File: config.mk
export PLATFORM = sky130hd
export DESIGN_NAME = dp_ram_fifo
export DESIGN_NICKNAME = d
export VERILOG_FILES = /design/src/rtl/dp_ram_fifo_sdp_ram_core.sv /design/src/rtl/dp_ram_fifo.sv
export SDC_FILE = /design/constraint.sdc
export NUM_CORES = 1
export LEC_CHECK = 0
export CAP_MARGIN = 20
export CORE_MARGIN = 1
export CORE_UTILIZATION = 35
export CTS_BUF_LIST = sky130_fd_sc_hd__clkbuf_2 sky130_fd_sc_hd__clkbuf_4 sky130_fd_sc_hd__clkbuf_8
export CTS_CLUSTER_SIZE = 25
export DETAILED_ROUTE_END_ITERATION = 10
export PLACE_DENSITY = 0.64
export RECOVER_POWER = 100
export SLEW_MARGIN = 20
export SYNTH_ARGS = -nofsm -noshare
export SYNTH_HDL_FRONTEND = slang
export SYNTH_HIERARCHICAL = 1
export SYNTH_SLANG_ARGS = --single-unit
File: constraint.sdc
create_clock -name clk -period 6.29 [get_ports clk]
set_clock_uncertainty 0.1 [all_clocks]
set_input_delay 0.629 -clock clk [delete_from_list [all_inputs] [get_ports clk]]
set_output_delay 0.629 -clock clk [all_outputs]
set_load 0.01 [all_outputs]
File: src/rtl/dp_ram_fifo_sdp_ram_core.sv
// Simple dual-port RAM: one write port and one registered read port.
// Ports: clk, we/waddr/wdata write side, re/raddr read side, rdata registered.
module sdp_ram_core #(
    parameter int AW = 3,
    parameter int DW = 3
) (
    input  logic          clk,
    input  logic          we,
    input  logic [AW-1:0] waddr,
    input  logic [DW-1:0] wdata,
    input  logic          re,
    input  logic [AW-1:0] raddr,
    output logic [DW-1:0] rdata
);

    logic [DW-1:0] mem [1<<AW];

    always_ff @(posedge clk) begin
        if (we) begin
            mem[waddr] <= wdata;
        end
        if (re) begin
            rdata <= mem[raddr];
        end
    end

endmodule

File: src/rtl/dp_ram_fifo.sv
// Synchronous FIFO controller around sdp_ram_core with sticky error flags.
// Ports: clk, rst_n, wr_en/wr_data, rd_en/rd_data/rd_valid, full, empty, count, overflow, underflow.
module dp_ram_fifo #(
    parameter int AW = 3,
    parameter int DW = 3
) (
    input  logic          clk,
    input  logic          rst_n,
    input  logic          wr_en,
    input  logic [DW-1:0] wr_data,
    input  logic          rd_en,
    output logic [DW-1:0] rd_data,
    output logic          rd_valid,
    output logic          full,
    output logic          empty,
    output logic [AW:0]   count,
    output logic          overflow,
    output logic          underflow
);

    localparam int          DP      = 1 << AW;
    localparam logic [AW:0] DP_CNT  = (AW + 1)'(DP);
    localparam logic [AW:0] PTR_ONE = (AW + 1)'(1);

    logic [AW:0]   wr_ptr_q, wr_ptr_d;
    logic [AW:0]   rd_ptr_q, rd_ptr_d;
    logic          rd_valid_q, rd_valid_d;
    logic          ovf_q, ovf_d;
    logic          udf_q, udf_d;
    // Set by the first accepted read after reset; the RAM's read register
    // has no reset, so rd_data is forced to zero until it holds a real word.
    logic          primed_q, primed_d;
    logic          wr_acc, rd_acc;
    logic [DW-1:0] ram_rdata;

    assign count    = wr_ptr_q - rd_ptr_q;
    assign empty    = (wr_ptr_q == rd_ptr_q);
    assign full     = (wr_ptr_q[AW-1:0] == rd_ptr_q[AW-1:0]) &&
                      (wr_ptr_q[AW] != rd_ptr_q[AW]);
    assign wr_acc   = wr_en && !full;
    assign rd_acc   = rd_en && !empty;

    assign rd_valid  = rd_valid_q;
    assign overflow  = ovf_q;
    assign underflow = udf_q;
    assign rd_data   = primed_q ? ram_rdata : '0;

    always_comb begin
        wr_ptr_d   = wr_ptr_q;
        rd_ptr_d   = rd_ptr_q;
        rd_valid_d = rd_acc;
        ovf_d      = ovf_q || (wr_en && full);
        udf_d      = udf_q || (rd_en && empty);
        primed_d   = primed_q || rd_acc;
        if (wr_acc) begin
            wr_ptr_d = wr_ptr_q + PTR_ONE;
        end
        if (rd_acc) begin
            rd_ptr_d = rd_ptr_q + PTR_ONE;
        end
    end

    always_ff @(posedge clk or negedge rst_n) begin
        if (!rst_n) begin
            wr_ptr_q   <= '0;
            rd_ptr_q   <= '0;
            rd_valid_q <= 1'b0;
            ovf_q      <= 1'b0;
            udf_q      <= 1'b0;
            primed_q   <= 1'b0;
        end else begin
            wr_ptr_q   <= wr_ptr_d;
            rd_ptr_q   <= rd_ptr_d;
            rd_valid_q <= rd_valid_d;
            ovf_q      <= ovf_d;
            udf_q      <= udf_d;
            primed_q   <= primed_d;
        end
    end

    sdp_ram_core #(
        .AW(AW),
        .DW(DW)
    ) u_ram (
        .clk  (clk),
        .we   (wr_acc),
        .waddr(wr_ptr_q[AW-1:0]),
        .wdata(wr_data),
        .re   (rd_acc),
        .raddr(rd_ptr_q[AW-1:0]),
        .rdata(ram_rdata)
    );

    logic unused_dp;
    assign unused_dp = (count > DP_CNT);

endmodule
Word level (Yosys, flattened, before mapping). Memories as Yosys holds them, arrays and structs flattened. A register that Yosys moved wholly into a read port is not among the register bits. Cells that the tools add are included.

Input bits: 7. Bits in registers: 12. Output and inout port bits: 12. Memories kept: 1. Logic and storage cells: 26. Memory bits (writable): 24.

Memory list: u_ram.mem (depth 8, bits a word 3, rd ports 1, clocked after Yosys merged registers in 1, wr ports 1, line dp_ram_fifo_sdp_ram_core.sv:16) `logic [DW-1:0] mem [1<<AW];`.

Reductions and logical operators: 10. Eq/ne operators: 3. Mux-type cells: 3. $add $sub $neg: 3.

Operators by type and width (count): adder 4 x 1 -> 4 bit (second input constant) (2); logical AND 1 bit (5); == test 4 bit (1); subtractor 4 bit (1); == test 3 bit (1); logical OR 1 bit (3); two-way mux 3 bit (1); zero test 1 bit (2); two-way mux 1 bit (2); inequality test 1 bit (1).

Logic depth before layout (Yosys ltp). Gate-level depths: netlist of the first run.

Word-level depth: 6. Mapped depth: 6. Mapped depth without buffers: 6.

Modules after synthesis. Netlist of the first run, hierarchy kept.

Modules (own cells, without submodules): sdp_ram_core (instances 1, seq. area each 810.8 um^2, cells each 50, area each 1072.3 um^2); dp_ram_fifo (instances 1, seq. area each 300.3 um^2, cells each 57, area each 659.4 um^2).

Worst setup path after synthesis of the first run. Ideal clock, no wire load.

Path kind: reg-to-output. Start point: reg rd_ptr_q[1]. End point: out count[3]. Data required time: 5.561 ns. Cell stages (with the launch flop): 6. Buffers on the path: 0. Arrival: 1.425 ns. Slack: 4.136 ns. Cell sequence: dfrtp_1 inv_1 ha_1 a21o_1 a21oi_1 xor2_1.

Longest elaborated chain between the ends: 1.

RTL lines: start, declared (line dp_ram_fifo.sv:26) `logic [AW:0] rd_ptr_q, rd_ptr_d;`; start signal, assigned (line dp_ram_fifo.sv:73) `rd_ptr_q <= rd_ptr_d;`; subtractor 4 bit (line dp_ram_fifo.sv:36) `assign count = wr_ptr_q - rd_ptr_q;`; end, declared (line dp_ram_fifo.sv:16) `output logic [AW:0] count,`.

No other way between the ends.

Worst setup path in the final report of the first run. Same ends and word-level chain as after synthesis.

==> flow_metrics.py, run 1 <==
metrics = {
    "clock_network": {
        "cts_num_sinks": 39,
        "clk_latency_ns": 0.28,
        "h-tree-depth": 2,
        "cts_root_buffer": "clkbuf_8",
        "numCtsBuffers": 5,
        "cts_hold_buffers": 0,
        "post-cts-setup-buffers": 0,
        "cts-resized-gates": 0,
        "clockBufferDepth": 2,
        "cts_tree": "built",
        "clk_pin_slew_ns": 0.07,
    },
    "drt": {
        "wl_microns": 2740,
        "firstDrtPassIters": 4,
        "drt_iter0_drc": 32,
        "drc": 0,
        "dr_total_vias": 899,
        "via_per_inst": 4.52,
        "postRouteAntennaNets": 0,
        "wl_per_cell_microns": 13.8,
    },
    "pwr": {
        "power_leakage_nw": 0.771,
        "peakVddDrop_uv": 159,
        "powerDensity_nw_per_um2": 499,
        "p_total_mw": 1.02,
    },
    "floorplanning": {
        "core_sq_um": 4750,
        "initial_core_util": 0.364,
        "die_w_microns": 72.3,
        "fp-row-count": 25,
        "die_height_microns": 72.3,
        "die_area_sq_um": 5230,
        "ios": 19,
    },
    "yosys": {
        "synth-xor-area-share": 0.0499,
        "synth_cell_type_count": 24,
        "yosysWarnings": 6,
        "synthAdderAreaFrac": 0.0477,
        "synthesis.nets": 120,
        "synth_top_family_by_area": "multiplexers",
        "synth_cells": 107,
        "ys_seq_elements": 39,
        "async_flop_share": 0.308,
        "synth_edf_count": 27,
        "muxShareOfSynthArea": 0.126,
        "synth-simple-area-share": 0.0701,
        "syn_area_sq_um": 1730,
        "synthFlopType": "edfxtp_1",
        "synth-compound-area-share": 0.0368,
        "synth-seq-area-share": 0.642,
        "avgSynthCellArea_sq_um": 16.2,
    },
    "worst_setup_path": {
        "cp-start-kind": "flop",
        "worstPathBufferInverterCount": 2,
        "end_kind": "output port",
        "worstPathRequired_ns": 5.56,
        "max_stage_delay_ns": 0.62,
        "crit_fanout": 8,
        "worstPathArrival_ns": 2.33,
        "path_cells": "inv_1 -> ha_1 -> a21o_1 -> a21oi_1 -> xor2_1 -> dlygate4sd3_1",
        "r2r_start": "rd_ptr_q[2]",
        "startpoint": "rd_ptr_q[1]",
        "critPathTopFamily": "buffers and inverters",
        "cp_slowest_cell": "dlygate4sd3_1",
        "path_class": "flop to output port",
    },
    "worst_hold_path": {
        "hold_path_class": "flop to flop",
        "hp-start": "underflow",
    },
    "timing": {
        "fin_crit_ns": 3.06,
        "holdWs_ns": 0.368,
        "final.setup.worst_slack_ns": 3.23,
        "grt_setup_unrepaired": "no",
        "final.period_utilization": 0.487,
        "setup_viol": 0,
        "max_slew_margin": 0.465,
        "setup_tns_ns": 0,
        "clock.fmax_mhz": 327,
        "tightest_slew_ns": 0.794,
        "hold_violations": 0,
        "drv_slew": 0,
    },
    "grt": {
        "grt_max_degree": 13,
        "antenna_found_initial": 0,
        "grt_usage": 0.118,
        "first_global_vias": 900,
        "overflow": 0,
        "grt_pass1_wl_microns": 4490,
    },
    "layout": {
        "final_layout_size_suffix_gt1_frac": 0.0909,
        "n_antenna_cell": 0,
        "nNetsFinal": 144,
        "area_delta_synth_final_pct": 18.1,
        "num-fill-cells": 452,
    },
    "placement": {
        "dp_hpwl_microns": 2070,
        "place_worst_setup_slack_ns": 3.54,
        "gp_congestion": 0.704,
        "io_buffers": 18,
    },
    "flow_run": {
        "maxCapViolations": 0,
    },
    "run_status": {
        "status": "complete, no violations",
    },
}
## layout by cell type (no fill, tap or decap), drive strengths merged, types with 3 or more instances in the layout
cell type and n:
edfxtp 27, dlygate4sd3 16, dfrtp 12, inv 10, nor2 9, xnor2 6, mux4 6, ha 5
clkbuf 5, mux2 5, nand2b 4, a21o 3, and2 3, nand2 3, xor2 3
## per-layer routing
| metal | share of wire | global-route usage | up-vias |
|---|---|---|---|
| li1 | - | - | 437 |
| met1 | 0.46 | 0.148 | 446 |
| met2 | 0.50 | 0.189 | 11 |
| met3 | 0.021 | 0.0375 | 5 |
| met4 | 0.022 | 0.0523 | 0 |
| met5 | 0 | 0 | - |
## flip-flops by register name, summed over array words and instances (netlist names)
| name | cells |
|---|---|
| primed_q | 1 |
| u_ram/rdata | 3 |
| overflow | 1 |
| rd_ptr_q | 4 |
| wr_ptr_q | 4 |
| u_ram/mem | 24 |
| underflow | 1 |
| rd_valid | 1 |
## final timing paths
kind	depth (start not counted)	slack, ns	endpoint
setup / recovery	6	3.23	count[3]
hold / removal	1	0.37	underflow
setup reg to reg	5	3.62	u_ram/mem[4][2]
hold reg to reg	1	0.37	underflow
max in group asynchronous	1	5.01	rd_ptr_q[0]
min in group asynchronous	1	0.69	underflow
## where the power goes
| group | switching [mW] | internal, mW |
|---|---|---|
| registers | 0.0717 | 0.353 |
| logic | 0.199 | 0.243 |
| clock network | 0.0787 | 0.0751 |
| total | 0.350 | 0.671 |
## through the flow
step | util | cells | cell area, sq um
6_report | 0.430 | 199 | 2050
4_1_cts | 0.435 | 199 | 2070
2_1_floorplan | - | 107 | 1730
3_3_place_gp | 0.417 | 191 | 1980
5_1_grt | 0.430 | 199 | 2050
3_5_place_dp | 0.417 | 191 | 1980
## kinds of logic after synthesis
| logic type | count (synthesis) |
|---|---|
| compound gates | 6 |
| xor+xnor | 9 |
| fa+ha+maj | 6 |
| buf+inv | 11 |
| flops | 39 |
| mux | 11 |
| simple gates | 25 |
## cell usage after synthesis (2+ instances only)
master | instances | area, sq um
a21o_1 | 3 | 22.5
dfrtp_1 | 12 | 300
nand3_1 | 2 | 10.0
nor3_1 | 2 | 10.0
xor2_1 | 2 | 17.5
nor2_1 | 9 | 33.8
xnor2_1 | 6 | 52.6
and2_1 | 3 | 18.8
nand2_1 | 3 | 11.3
ha_1 | 5 | 62.6
mux4_1 | 6 | 158
edfxtp_1 | 27 | 811
inv_1 | 10 | 37.5
mux2_2 | 4 | 45.0
nand2b_1 | 4 | 25.0
## area by class of cell
class / instances / area, sq um / share of cell area
Clock buffer: 5 / 68.8 / 0.0336
Timing Repair Buffer: 18 / 180 / 0.0881
Inverter: 10 / 37.5 / 0.0183
Clock inverter: 3 / 15.0 / 0.00734
Sequential cell: 39 / 1110 / 0.543
Multi-Input combinational cell: 57 / 549 / 0.269
Tap cell: 67 / 83.8 / 0.0410
No activity file was read; power rests on OpenSTA's default activity.
==> run 2: changes to the inputs <==
==> constraint.sdc (replaced) <==
create_clock -name clk -period 3 [get_ports clk]
set_clock_uncertainty 0.1 [all_clocks]
set_input_delay 0.3 -clock clk [delete_from_list [all_inputs] [get_ports clk]]
set_output_delay 0.3 -clock clk [all_outputs]
set_load 0.01 [all_outputs]
==> run 2 against run 1 <==
Against the previous run:
- non-clock buffer count unchanged
- critical path type unchanged
- sequential power increased by 110%
- clock power increased by 130%
- core utilization increased by 0.50 points
- critical path depth unchanged
- global-route usage decreased by 0.27 points
- worst hold slack got worse by 0.011 ns
==> flow_metrics.py, run 2 (synthesized netlist as in run 1, its figures left out) <==
metrics = {
    "floorplanning": {
        "initial_core_util": 0.364,
        "core_sq_um": 4750,
        "ios": 19,
        "fp-row-count": 25,
        "die_w_microns": 72.3,
        "die_height_microns": 72.3,
        "die_area_sq_um": 5230,
    },
    "worst_setup_path": {
        "end_kind": "output port",
        "worstPathRequired_ns": 2.60,
        "path_class": "flop to output port",
        "crit_fanout": 8,
        "worstPathArrival_ns": 2.37,
        "cp-start-kind": "flop",
    },
    "clock_network": {
        "cts_tree": "built",
        "clk_latency_ns": 0.29,
        "cts_root_buffer": "clkbuf_8",
        "cts_hold_buffers": 0,
        "cts_num_sinks": 39,
        "clk_pin_slew_ns": 0.08,
        "clockBufferDepth": 2,
        "post-cts-setup-buffers": 0,
        "numCtsBuffers": 5,
        "h-tree-depth": 2,
        "cts-resized-gates": 0,
    },
    "pwr": {
        "peakVddDrop_uv": 353,
        "p_total_mw": 2.19,
        "powerDensity_nw_per_um2": 1060,
        "power_leakage_nw": 0.770,
    },
    "grt": {
        "first_global_vias": 910,
        "grt_usage": 0.116,
        "grt_max_degree": 15,
        "overflow": 0,
        "antenna_found_initial": 0,
        "grt_pass1_wl_microns": 4460,
    },
    "drt": {
        "postRouteAntennaNets": 0,
        "drc": 0,
        "firstDrtPassIters": 4,
        "via_per_inst": 4.45,
        "wl_microns": 2720,
        "dr_total_vias": 885,
        "wl_per_cell_microns": 13.7,
        "drt_iter0_drc": 32,
    },
    "layout": {
        "layout_common_cells": "edfxtp_1 (27), dlygate4sd3_1 (16), dfrtp_1 (12)",
        "final_area_sq_um": 2070,
        "nNetsFinal": 144,
        "area_delta_synth_final_pct": 19.5,
        "num-fill-cells": 453,
        "top_register": "u_ram/mem",
        "largest_reg_flops": 24,
        "final_common_cell": "edfxtp_1",
        "reg_top3": "u_ram/mem: 24 flops, rd_ptr_q: 4 flops, wr_ptr_q: 4 flops",
        "n_antenna_cell": 0,
        "final_layout_size_suffix_gt1_frac": 0.106,
    },
    "flow_run": {
        "maxCapViolations": 0,
    },
    "timing": {
        "setup_tns_ns": 0,
        "fin_crit_ns": 2.77,
        "grt_setup_unrepaired": "no",
        "tightest_slew_ns": 0.787,
        "drv_slew": 0,
        "clock.fmax_mhz": 361,
        "final.setup.worst_slack_ns": 0.230,
        "final.period_utilization": 0.923,
        "setup_viol": 0,
        "hold_violations": 0,
        "max_slew_margin": 0.470,
    },
    "worst_hold_path": {
        "hold_path_class": "input port to asynchronous set/reset pin",
    },
    "placement": {
        "place_area_sq_um": 1980,
        "place_worst_setup_slack_ns": 0.595,
        "gp_congestion": 0.704,
        "dp_hpwl_microns": 2060,
        "io_buffers": 18,
    },
    "run_status": {
        "status": "complete, no violations",
    },
}
==> run 2: cell count changes in the layout (fill, tap and decap cells not counted) <==
cell	change
a41oi_1	-1
inv_6	+1
a41oi_4	+1
clkinv_1	-2
mux2_4	-1
mux2_1	+1
clkinvlp_4	+1
==> run 2: report_power, final <==
group	leakage (nW)	internal [mW]	switching, mW
logic	0.347	0.510	0.439
clock network	0.0408	0.166	0.183
registers	0.382	0.741	0.150
total	0.770	1.42	0.772
==> run 2: per-layer routing <==
layer / global-route usage / wire [microns]
met1: 0.145 / 1230
met2: 0.190 / 1380
met3: 0.0375 / 68
met4: 0.0392 / 41
met5: 0 / 0
==> run 2: area by class of cell <==
cell class                      count  area (sq um)  share of cell area
Inverter                           10          37.5              0.0181
Clock inverter                      3          23.8              0.0115
Timing Repair Buffer               18           180              0.0871
Clock buffer                        5          68.8              0.0333
Tap cell                           67          83.8              0.0405
Multi-Input combinational cell     57           564               0.273
Sequential cell                    39          1110               0.537
==> run 2: worst paths after layout <==
kind | from | to | slack (ns) | cells after the start
setup / recovery | rd_ptr_q[1] | count[3] | 0.23 | 6
hold / removal | rst_n | underflow | 0.36 | 1
setup reg to reg | rd_ptr_q[2] | u_ram/rdata[1] | 0.53 | 5
hold reg to reg | overflow | overflow | 0.37 | 1
max in group asynchronous | rst_n | rd_ptr_q[0] | 2.05 | 1
min in group clk | overflow | overflow | 0.37 | 1
==> run 2: per-stage QoR <==
stage | hold WS (ns) | util | std cells
after floorplan | -0.0956 | - | 107
after global placement | 0.337 | 0.417 | 191
after detailed placement | 0.343 | 0.417 | 191
after CTS | 0.288 | 0.437 | 199
after global routing | 0.385 | 0.435 | 199
final | 0.357 | 0.435 | 199
==> run 2: critical path, cell delays in order, from the launching register on <==
cell and delay [ns]:
dfrtp_1 0.52, inv_1 0.08, ha_1 0.34, a21o_1 0.19, a21oi_1 0.16, xor2_1 0.16, dlygate4sd3_1 0.62
==> run 3: changes to the inputs <==
--- a/config.mk
+++ b/config.mk
@@ -9,9 +9,11 @@
 export CORE_MARGIN = 1
 export CORE_UTILIZATION = 35
 export CTS_BUF_LIST = sky130_fd_sc_hd__clkbuf_2 sky130_fd_sc_hd__clkbuf_4 sky130_fd_sc_hd__clkbuf_8
+export CTS_CLUSTER_DIAMETER = 200
 export CTS_CLUSTER_SIZE = 25
 export DETAILED_ROUTE_END_ITERATION = 10
-export PLACE_DENSITY = 0.64
+export GPL_TIMING_DRIVEN = 0
+export PLACE_DENSITY_LB_ADDON = 0.2
 export RECOVER_POWER = 100
 export SLEW_MARGIN = 20
 export SYNTH_ARGS = -nofsm -noshare
==> run 3 against run 2 <==
Against the previous run:
- worst setup slack got worse by 0.016 ns
- wire length decreased by 0.40%
- register-to-register slack improved by 0.03 ns
- die area unchanged
- global-route usage increased by 0.76 points
- via count increased by 1.1%
- combinational power increased by 0.9%
- total power increased by 2.9%
- critical path depth unchanged
- design area increased by 0.91%
- count of clock-buffer cells in the layout unchanged
- non-clock buffer count increased by 1
- largest power group unchanged
==> flow_metrics.py, run 3 (synthesized netlist as in run 1, its figures left out) <==
metrics = {
    "placement": {
        "place_worst_setup_slack_ns": 0.547,
        "io_buffers": 18,
        "place_area_sq_um": 2000,
        "dp_hpwl_microns": 2010,
        "gp_congestion": 0.684,
    },
    "clock_network": {
        "cts_tree": "built",
        "cts-resized-gates": 0,
        "cts_num_sinks": 39,
        "clk_latency_ns": 0.29,
        "clk_pin_slew_ns": 0.08,
        "clockBufferDepth": 2,
        "h-tree-depth": 2,
        "post-cts-setup-buffers": 0,
        "numCtsBuffers": 5,
        "cts_root_buffer": "clkbuf_8",
        "cts_hold_buffers": 0,
    },
    "floorplanning": {
        "fp-row-count": 25,
        "ios": 19,
        "die_w_microns": 72.3,
        "die_height_microns": 72.3,
        "die_area_sq_um": 5230,
        "core_sq_um": 4750,
        "initial_core_util": 0.364,
    },
    "drt": {
        "wl_microns": 2710,
        "drc": 0,
        "firstDrtPassIters": 3,
        "drt_iter0_drc": 28,
        "postRouteAntennaNets": 0,
        "wl_per_cell_microns": 13.5,
        "dr_total_vias": 895,
        "via_per_inst": 4.48,
    },
    "timing": {
        "holdWs_ns": 0.336,
        "setup_tns_ns": 0,
        "setup_viol": 0,
        "grt_setup_unrepaired": "no",
        "drv_slew": 0,
        "hold_violations": 0,
        "clock.fmax_mhz": 359,
        "final.setup.worst_slack_ns": 0.214,
        "fin_crit_ns": 2.79,
        "max_slew_margin": 0.532,
        "final.period_utilization": 0.929,
        "tightest_slew_ns": 0.694,
    },
    "worst_setup_path": {
        "r2r_slack_ns": 0.56,
        "crit_fanout": 8,
        "reg2reg_depth": 5,
        "end_kind": "output port",
        "worstPathArrival_ns": 2.39,
        "worstPathRequired_ns": 2.60,
        "path_class": "flop to output port",
        "cp-start-kind": "flop",
    },
    "grt": {
        "grt_usage": 0.123,
        "overflow": 0,
        "first_global_vias": 919,
        "grt_pass1_wl_microns": 4560,
        "antenna_found_initial": 0,
        "grt_max_degree": 13,
    },
    "layout": {
        "n_antenna_cell": 0,
        "layout_common_cells": "edfxtp_1 (27), dlygate4sd3_1 (16), dfrtp_1 (12)",
        "final_area_sq_um": 2090,
        "final_common_cell": "edfxtp_1",
        "reg_top3": "u_ram/mem: 24 flops, rd_ptr_q: 4 flops, wr_ptr_q: 4 flops",
        "top_register": "u_ram/mem",
        "num-fill-cells": 458,
        "utilization": 0.439,
        "final_layout_size_suffix_gt1_frac": 0.0977,
        "largest_reg_flops": 24,
        "area_delta_synth_final_pct": 20.6,
        "nNetsFinal": 145,
    },
    "worst_hold_path": {
        "hold_path_class": "input port to asynchronous set/reset pin",
    },
    "run_status": {
        "status": "complete, no violations",
    },
    "pwr": {
        "power_leakage_nw": 0.786,
        "peakVddDrop_uv": 368,
        "powerDensity_nw_per_um2": 1080,
    },
    "flow_run": {
        "maxCapViolations": 0,
    },
}
-- run 3: cell count changes in the layout (fill, tap and decap cells not counted) --
cell	previous run	this run
bufinv_16	0	1
clkbuf_1	0	1
clkinv_1	0	1
clkinv_2	0	1
clkinvlp_4	2	0
inv_6	1	0
-- run 3: final timing paths --
kind                                   from           to
worst max-delay path            rd_ptr_q[1]     count[3]
worst min-delay path                  rst_n  rd_ptr_q[1]
worst max register to register  rd_ptr_q[2]  rd_ptr_q[1]
worst min register to register     overflow     overflow
max in group asynchronous             rst_n  wr_ptr_q[2]
min in group clk                   overflow     overflow
-- run 3: cell type report --
| class | count | area (sq um) | share of cell area |
|---|---|---|---|
| multi-input cells | 57 | 564 | 0.270 |
| clock inverters | 3 | 38.8 | 0.0186 |
| repair buffers | 18 | 180 | 0.0863 |
| flip-flops and latches | 39 | 1110 | 0.532 |
| inverters | 10 | 37.5 | 0.0180 |
| well taps | 67 | 83.8 | 0.0401 |
| plain buffers | 1 | 3.75 | 0.00180 |
| clock buffers | 5 | 68.8 | 0.0330 |
-- run 3: metrics by stage --
| stage | power [mW] | instances |
|---|---|---|
| after global placement | 1.93 | 192 |
| after CTS | 2.38 | 200 |
| after detailed placement | 1.95 | 192 |
| after global routing | 2.42 | 200 |
| final | 2.25 | 200 |
| after floorplan | 1.53 | 107 |
-- run 3: critical path, cell delays in order, from the launching register on --
cell and delay, ns:
dfrtp_1 0.54, inv_1 0.09, ha_1 0.34, a21o_1 0.19, a21oi_1 0.18, xor2_1 0.14, dlygate4sd3_1 0.61
-- run 3: layer usage --
layer | vias to the layer above | wire, microns | track usage
met5 | - | 0 | 0
met1 | 435 | 1280 | 0.153
met4 | 0 | 63 | 0.0654
li1 | 441 | - | -
met2 | 12 | 1290 | 0.191
met3 | 7 | 79 | 0.0417
-- run 3: where the power goes --
group | switching [mW] | internal [mW]
registers | 0.131 | 0.741
logic | 0.449 | 0.510
clock network | 0.178 | 0.243
total | 0.758 | 1.49
